===== config.mk =====
export PLATFORM = sky130hd
export DESIGN_NAME = iob_master_ctl
export DESIGN_NICKNAME = d
export VERILOG_FILES = /design/src/rtl/iob_pkg.sv /design/src/rtl/iob_sync2.sv /design/src/rtl/iob_master_ctl.sv
export SDC_FILE = /design/constraint.sdc
export NUM_CORES = 1
export LEC_CHECK = 0
export ABC_AREA = 1
export CAP_MARGIN = 20
export CORE_ASPECT_RATIO = 0.8
export CORE_MARGIN = 10
export CORE_UTILIZATION = 60
export DETAILED_ROUTE_END_ITERATION = 6
export GPL_ROUTABILITY_DRIVEN = 0
export HOLD_SLACK_MARGIN = 0.06
export PLACE_DENSITY = 0.87
export REMOVE_ABC_BUFFERS = 1
export SETUP_SLACK_MARGIN = 0.3
export SLEW_MARGIN = 30
export SYNTH_ARGS = -nofsm -noshare
export SYNTH_HDL_FRONTEND = slang
export SYNTH_SLANG_ARGS = --single-unit
export TNS_END_PERCENT = 10

===== constraint.sdc =====
create_clock -name CLK -period 4.6 [get_ports CLK]
set_input_delay 1.15 -clock CLK [delete_from_list [all_inputs] [get_ports CLK]]
set_output_delay 1.15 -clock CLK [all_outputs]
set_load 0.03 [all_outputs]

===== src/rtl/iob_pkg.sv =====
// Shared definitions for the legacy I/O bus master: FSM encoding and E clock timing.
package iob_pkg;

    typedef enum logic [2:0] {
        StIdle,
        StSetup,
        StStrobe,
        StWait,
        StVma,
        StTail,
        StRecover
    } iob_state_e;

    localparam int unsigned IOB_E_LOW    = 6;
    localparam int unsigned IOB_E_HIGH   = 4;
    localparam int unsigned IOB_E_PERIOD = IOB_E_LOW + IOB_E_HIGH;

    function automatic int unsigned e_period(input int unsigned lo, input int unsigned hi);
        return lo + hi;
    endfunction

endpackage


===== src/rtl/iob_sync2.sv =====
// Two-flop synchroniser for asynchronous active-low bus inputs; idles (resets) to 1.
module iob_sync2 (
    input  logic CLK,
    input  logic RESET,
    input  logic d_i,
    output logic q_o
);

    logic meta_q;

    always_ff @(posedge CLK) begin
        if (RESET) begin
            meta_q <= 1'b1;
            q_o    <= 1'b1;
        end else begin
            meta_q <= d_i;
            q_o    <= meta_q;
        end
    end

endmodule


===== src/rtl/iob_master_ctl.sv =====
// I/O bus master: runs one 68000-style DTACK or 6800-style VPA/VMA cycle per accepted
// request from the FSB slave, with a free-running E clock and a bus-error timeout.
module iob_master_ctl
    import iob_pkg::*;
#(
    parameter int unsigned SETUP_CYC   = 2,
    parameter int unsigned E_LOW       = IOB_E_LOW,
    parameter int unsigned E_HIGH      = IOB_E_HIGH,
    parameter int unsigned TIMEOUT_CYC = 255,
    parameter int unsigned RECOVER_CYC = 1
) (
    input  logic CLK,
    input  logic RESET,
    input  logic IOREQ,
    input  logic IORW,
    input  logic IOL,
    input  logic IOU,
    output logic IOACT,
    output logic ALE0,
    output logic nAS,
    output logic nLDS,
    output logic nUDS,
    output logic nDoutOE,
    output logic nVMA,
    output logic E,
    input  logic nDTACK,
    input  logic nVPA,
    output logic IOBERR
);

    localparam int unsigned E_PERIOD = e_period(E_LOW, E_HIGH);

    logic       dtacks;
    logic       vpas;
    logic [7:0] ecnt_q;
    logic [7:0] ecnt_d;
    logic       e_pre_rise;
    logic [7:0] tmo_q;
    logic [7:0] tmo_inc;
    logic [7:0] phase_q;
    logic       rw_q;
    logic       l_q;
    logic       u_q;
    iob_state_e state_q;

    iob_sync2 u_sync_dtack (
        .CLK   (CLK),
        .RESET (RESET),
        .d_i   (nDTACK),
        .q_o   (dtacks)
    );

    iob_sync2 u_sync_vpa (
        .CLK   (CLK),
        .RESET (RESET),
        .d_i   (nVPA),
        .q_o   (vpas)
    );

    always_comb begin
        ecnt_d = (ecnt_q == 8'(E_PERIOD - 1)) ? 8'd0 : ecnt_q + 8'd1;
    end

    always_ff @(posedge CLK) begin
        if (RESET) begin
            ecnt_q <= 8'd0;
        end else begin
            ecnt_q <= ecnt_d;
        end
    end

    assign E = (ecnt_q >= 8'(E_LOW));

    // True on the edge that moves the E counter into its last low cycle.
    assign e_pre_rise = (ecnt_d == 8'(E_LOW - 1));
    assign tmo_inc    = (tmo_q == 8'hff) ? tmo_q : tmo_q + 8'd1;

    always_ff @(posedge CLK) begin
        if (RESET) begin
            state_q <= StIdle;
            phase_q <= 8'd0;
            tmo_q   <= 8'd0;
            rw_q    <= 1'b0;
            l_q     <= 1'b0;
            u_q     <= 1'b0;
            IOACT   <= 1'b0;
            ALE0    <= 1'b0;
            IOBERR  <= 1'b0;
            nAS     <= 1'b1;
            nLDS    <= 1'b1;
            nUDS    <= 1'b1;
            nDoutOE <= 1'b1;
            nVMA    <= 1'b1;
        end else begin
            ALE0   <= 1'b0;
            IOBERR <= 1'b0;
            unique case (state_q)
                StIdle: begin
                    if (IOREQ) begin
                        state_q <= StSetup;
                        phase_q <= 8'd0;
                        IOACT   <= 1'b1;
                        ALE0    <= 1'b1;
                        rw_q    <= IORW;
                        l_q     <= IOL;
                        u_q     <= IOU;
                    end
                end
                StSetup: begin
                    if (phase_q == 8'(SETUP_CYC - 1)) begin
                        state_q <= StStrobe;
                        nAS     <= 1'b0;
                        tmo_q   <= 8'd0;
                        if (rw_q) begin
                            nLDS <= ~l_q;
                            nUDS <= ~u_q;
                        end else begin
                            nDoutOE <= 1'b0;
                        end
                    end else begin
                        phase_q <= phase_q + 8'd1;
                    end
                end
                StStrobe: begin
                    state_q <= StWait;
                    // Writes give the data one cycle on the bus before the strobes.
                    if (!rw_q) begin
                        nLDS <= ~l_q;
                        nUDS <= ~u_q;
                    end
                end
                StWait: begin
                    tmo_q <= tmo_inc;
                    if (!dtacks) begin
                        state_q <= StTail;
                        nAS     <= 1'b1;
                        nLDS    <= 1'b1;
                        nUDS    <= 1'b1;
                    end else if (!vpas) begin
                        state_q <= StVma;
                        nVMA    <= ~e_pre_rise;
                    end else if (tmo_inc == 8'(TIMEOUT_CYC)) begin
                        state_q <= StTail;
                        IOBERR  <= 1'b1;
                        nAS     <= 1'b1;
                        nLDS    <= 1'b1;
                        nUDS    <= 1'b1;
                    end
                end
                StVma: begin
                    // Once VMA is out, finish on the edge where E falls.
                    if (!nVMA && ecnt_q == 8'(E_PERIOD - 1)) begin
                        state_q <= StTail;
                        nAS     <= 1'b1;
                        nLDS    <= 1'b1;
                        nUDS    <= 1'b1;
                        nVMA    <= 1'b1;
                    end else if (nVMA && e_pre_rise) begin
                        nVMA <= 1'b0;
                    end
                end
                StTail: begin
                    state_q <= StRecover;
                    phase_q <= 8'd0;
                    nDoutOE <= 1'b1;
                    IOACT   <= 1'b0;
                end
                StRecover: begin
                    if (phase_q == 8'(RECOVER_CYC - 1)) begin
                        state_q <= StIdle;
                    end else begin
                        phase_q <= phase_q + 8'd1;
                    end
                end
                default: begin
                    state_q <= StIdle;
                end
            endcase
        end
    end

endmodule


# ---- Word level (Yosys, flattened, before mapping)
# Cells that the tools add are included.
dict set report totals {
  regBits 42
  input_bits 8
  output_inout_bits 9
  elab_cells 121
}
dict set report op_classes {
  addsub 3
  order_cmp 1
  n_eq_ne 26
  n_mux 42
  bitwise_logic 7
  reduce_logical 23
}
# cell n
set op_table {}
lappend op_table {{8-bit 2-to-1 mux} 6}
lappend op_table {{8-bit case mux with 4 select lines} 1}
lappend op_table {{8-bit by 1-bit adder with 8-bit output (second input constant)} 3}
lappend op_table {{3-bit 2-to-1 mux} 7}
lappend op_table {{3-bit case mux with 7 select lines} 1}
lappend op_table {{1-bit 2-to-1 mux} 20}
lappend op_table {{2-bit inequality test (second input constant)} 10}
lappend op_table {{8-bit == test (second input constant)} 2}
lappend op_table {{8-bit case mux with 2 select lines} 1}
lappend op_table {{5-bit AND reduction} 2}
lappend op_table {{3-bit == test (second input constant)} 3}
lappend op_table {{8-bit by 1-bit == test with 1-bit output (second input constant)} 1}
lappend op_table {{8-bit by 3-bit == test with 1-bit output (second input constant)} 1}
lappend op_table {{8-bit by 4-bit == test with 1-bit output (second input constant)} 1}
lappend op_table {{8-bit by 3-bit greater-or-equal comparator with 1-bit output (second input constant)} 1}
lappend op_table {{8-bit zero test} 1}
lappend op_table {{1-bit case mux with 4 select lines} 2}
lappend op_table {{4-bit AND reduction} 2}
lappend op_table {{2-bit nonzero test} 4}
lappend op_table {{4-bit nonzero test} 2}
lappend op_table {{1-bit NOT} 7}
lappend op_table {{7-bit AND reduction} 1}
lappend op_table {{3-bit by 2-bit == test with 1-bit output (second input constant)} 2}
lappend op_table {{3-bit inequality test (second input constant)} 2}
lappend op_table {{other kinds (14)} 19}

# ---- Logic depth before layout (Yosys ltp)
dict set report depth {
  word_depth 7
  ltp_mapped 14
}

# ---- Cells and area by module
# From an unflattened synthesis, not the netlist that was laid out.
dict set report hier_totals {
  hier_cells 335
  hier_area_um2 2322.2
}
# mod instances cells_per_inst area_each_um2
set by_module_without_submodules {}
lappend by_module_without_submodules {iob_master_ctl 1 321 2204.6}
lappend by_module_without_submodules {iob_sync2 2 7 58.8}

# ---- Worst setup path after synthesis
# Ideal clock, no wire load.
dict set report synth_timing {
  path_kind {reg-to-output}
  startpoint {reg ecnt_q[0]}
  endpoint {out E}
  t_arrival_ns 1.047
  t_required_ns 3.450
  setup_slack_ns 2.403
  stages_incl_launch_ff 5
  n_path_buf 0
  path_cell_list {dfxtp_1 -> inv_1 -> ha_1 -> o21ai_0 -> nand3b_1}
}
dict set report synth_via {
  elab_chain_cells 1
}
# element line
set synth_lines {}
lappend synth_lines {{start, declared} iob_master_ctl.sv:35} ;# logic [7:0] ecnt_q;
lappend synth_lines {{start signal, assigned} iob_master_ctl.sv:68} ;# ecnt_q <= ecnt_d;
lappend synth_lines {{8-bit by 3-bit greater-or-equal comparator with 1-bit output} iob_master_ctl.sv:72} ;# assign E = (ecnt_q >= 8'(E_LOW));
lappend synth_lines {{end, declared} iob_master_ctl.sv:25} ;# output logic E,
# Every way passes these cells.

# ---- Worst setup path after layout
# Same ends and word-level chain as after synthesis.

==> results.md <==
Floorplanning:
- The floorplan step set the die width to 87.8 µm.
- The floorplan core area is 3490 µm².
- The vertical extent of the die is 74.2 µm.
- Once the floorplan was initialized, standard cells occupied 63.1% of the core.
- In this run the count of I/O pins placed on the die edge is 17.
- The floorplan step defined a die boundary enclosing 6520 µm².
- The number of core rows is 19.

STA:
- The clock period could shrink to 2990 ps.
- At the pin with the least slew margin, the transition time is 671 ps.
- The normalized max-slew margin is 54.8%.
- The setup clock skew after layout is 3.23 ps.
- The final-report hold violation count came to 0.
- Derived from the worst setup path, the maximum achievable clock frequency is 334 MHz.
- On the final layout, the worst hold slack is 414 ps.
- The worst path uses 65.1% of the clock period.
- The number of pins exceeding their max-slew limit in the final report is 0.
- Setup violations remaining at the end of the flow were counted as 0.
- The final sum of negative setup slack is 0 ps.
- The final critical-path setup slack is 1610 ps.
- Setup repair after global routing left no endpoint under its margin.

Global route:
- The via count of the first global-routing pass came to 1788.
- The global-route congestion overflow total is 0.
- The first global-routing pass estimated 7700 µm of wire.
- The overall global routing resource usage is 14.4%.
- The number of antenna violations at the first check in global routing was 0.
- Entering global routing, the biggest net connects 33 pins.

Clock network:
- The clock net in this run drives a total of 42 sinks.
- The deepest clock path buffer count is 2.
- The cell sitting at the root of the clock tree is a clkbuf_8.
- The clock tree from TritonCTS is built.
- Once the clock tree was built, the resizer swapped 0 gates to a different size.
- TritonCTS created 5 clock buffers.
- The clock transition time at the flip-flop clock pins of the worst setup and hold paths is 70 ps.
- The post-CTS setup buffer count is 0.
- The clock tree synthesis step divided the H-tree into 2 levels.
- Hold repair after CTS inserted 0 buffers.
- At the later pin of the worst-skew pair, clock insertion delay measures 290 ps.

Finish:
- The total inserted antenna cells is 0.
- The number of filler instances in the final layout is 284.
- The layout-stage area growth over the synthesis result is 13.7%.
- The finished cells cover 2510 µm².
- The net total in the final layout is 356.
- Once layout is complete, the utilization of the core stands at 71.8%.
- The share of layout cells above drive strength 1 is 8.48%.

Synthesis:
- The sequential share of the synthesized area is 38.1%.
- The number of flops mapped to enable cells by yosys is 0.
- After synthesis, the mean cell area works out to 6.83 µm².
- The cell count after synthesis is 323.
- The primary flip-flop cell chosen by synthesis mapping is dfxtp_1.
- In this run, synthesis produced a sequential element count of 42.
- The fraction of registers with async set/reset is 0%.
- dfxtp_1 takes more of the synthesized area than any other cell.
- Yosys printed 0 warnings.
- In the post-synthesis netlist, the biggest area contributors are dfxtp_1 38%, nand2_1 15%, nand3_1 6.4%.
- Summing every instance area after synthesis gives 2210 µm².
- The top cell type by area accounts for 38.1% of the synthesized area.
- Synthesis instantiated 29 different standard cells from the library.

Run status:
- The run finished with clean final reports.

Power:
- In this run the static leakage power is 0.00104 µW.
- For this design the ratio of total power to cell area is 479 nW/µm².
- The peak supply drop is 0.409 mV.

Setup path:
- The number of buffers and inverters on the critical path is 2.
- The cell class contributing the biggest share of worst-path delay is buffers and inverters.
- The worst setup path is launched from a flip-flop.
- The largest single stage delay on the critical path is 600 ps.
- STA classifies the critical path endpoint as a primary output.
- For the worst setup path, the data required time is 3450 ps.
- STA puts the critical path data arrival time at 1840 ps.
- The cell at the slowest stage of the critical path is clkdlybuf4s50_1.
- Walking the worst path, the cells encountered are inv_1 > ha_1 > o21ai_0 > nand3b_1 > clkdlybuf4s50_1.
- In this run the worst path has a maximum fanout of 6.
- The kind of critical path is flip-flop to primary output.

Flow run:
- The reported max-cap violation count is 0.

Detailed routing:
- The average via count per standard cell is 5.16.
- The initial DRC count is 134.
- The final wirelength is 4500 µm.
- The total via count after detailed routing is 1983.
- The antenna violation net count after detailed routing is 0.
- In the final routed layout, each cell accounts on average for 11.7 µm.
- The total DRC errors in the routed layout is 0.
- The number of detailed-route iterations in the first pass is 4.

Placed design:
- The worst slack after detailed placement is 1920 ps.
- The placed wire-length estimate is 3350 µm.
- The post-placement cell area is 2400 µm².
- During placement, the flow inserted port buffers numbering 16.

Worst hold path:
- The min-delay analysis places its worst path in the category flip-flop to flip-flop.
## flip-flops by register name (all words and copies together) (netlist names), 3 cells and up
signal and count:
state_q 3, ecnt_q 8, tmo_q 8, phase_q 8
## path summary, 6_finish.rpt
| check | slack, ps | to | depth (start not counted) | start |
|---|---|---|---|---|
| max | 1610 | E | 5 | ecnt_q[0]$_SDFF_PP0_ |
| min | 410 | u_sync_dtack.q_o$_SDFF_PP1_ | 1 | u_sync_dtack.meta_q$_SDFF_PP1_ |
| max reg2reg | 2710 | nUDS$_SDFFE_PP1P_ | 12 | tmo_q[0]$_SDFFE_PP0P_ |
| min reg2reg | 410 | u_sync_dtack.q_o$_SDFF_PP1_ | 1 | u_sync_dtack.meta_q$_SDFF_PP1_ |
## cell families (layout without fill, tap and decap cells)
| logic type | count (synthesis) | after routing | synth area share (%) |
|---|---|---|---|
| flip-flops | 42 | 42 | 38.1 |
| XOR/XNOR | 8 | 8 | 3.18 |
| AO/OA/AOI/OAI | 43 | 43 | 10.8 |
| AND/OR/NAND/NOR | 181 | 181 | 36.6 |
| buffers and inverters | 42 | 61 | 7.32 |
| adder cells (fa/ha/maj) | 7 | 7 | 3.97 |
## power by group
| group | total, µW | internal [µW] | switching (µW) |
|---|---|---|---|
| logic | 455 | 162 | 293 |
| clock network | 279 | 160 | 120 |
| registers | 468 | 415 | 52.3 |
## stage by stage
step                      std cells  total power, µW
after detailed placement        376              922
after CTS                       384             1210
after global placement          376              908
final                           384             1200
after floorplan                 317              793
after global routing            384             1290
## layout by cell type, fill, tap and decap left out, types with 7 or more instances in the layout
cell / n
nand2_1: 88
dfxtp_1: 42
inv_1: 34
nor2_1: 32
nand3_1: 28
a21oi_1: 21
clkdlybuf4s50_1: 16
o21ai_0: 13
nand4_1: 8
xor2_1: 7
ha_1: 7
## cell type report
class	instances	area [µm²]	area share [%]
clock inverters	3	40.0	1.60
inverters	36	135	5.39
flip-flops and latches	42	841	33.5
multi-input cells	239	1200	48.0
well taps	42	52.6	2.09
clock buffers	5	68.8	2.74
repair buffers	17	168	6.68
## metal layers
metal | vias to the layer above | routed length (µm) | part of all wire (%) | global-route usage, %
li1 | 1085 | - | - | -
met1 | 849 | 2270 | 51 | 18.5
met2 | 43 | 1930 | 43 | 22.0
met3 | 6 | 228 | 5.1 | 4.26
met4 | 0 | 65 | 1.4 | 6.18
met5 | - | 0 | 0 | 0
## Yosys cell counts, types with 4 or more instances
| cell type | n |
|---|---|
| nand2_2 | 4 |
| nand4_1 | 8 |
| nor2_2 | 4 |
| nand3_1 | 28 |
| a21oi_1 | 21 |
| nor3_1 | 5 |
| or2_2 | 5 |
| nand2_1 | 88 |
| o21ai_0 | 13 |
| xor2_1 | 7 |
| nor2_1 | 32 |
| ha_1 | 7 |
| dfxtp_1 | 42 |
| inv_1 | 34 |
No activity file was read; power rests on OpenSTA's default activity.
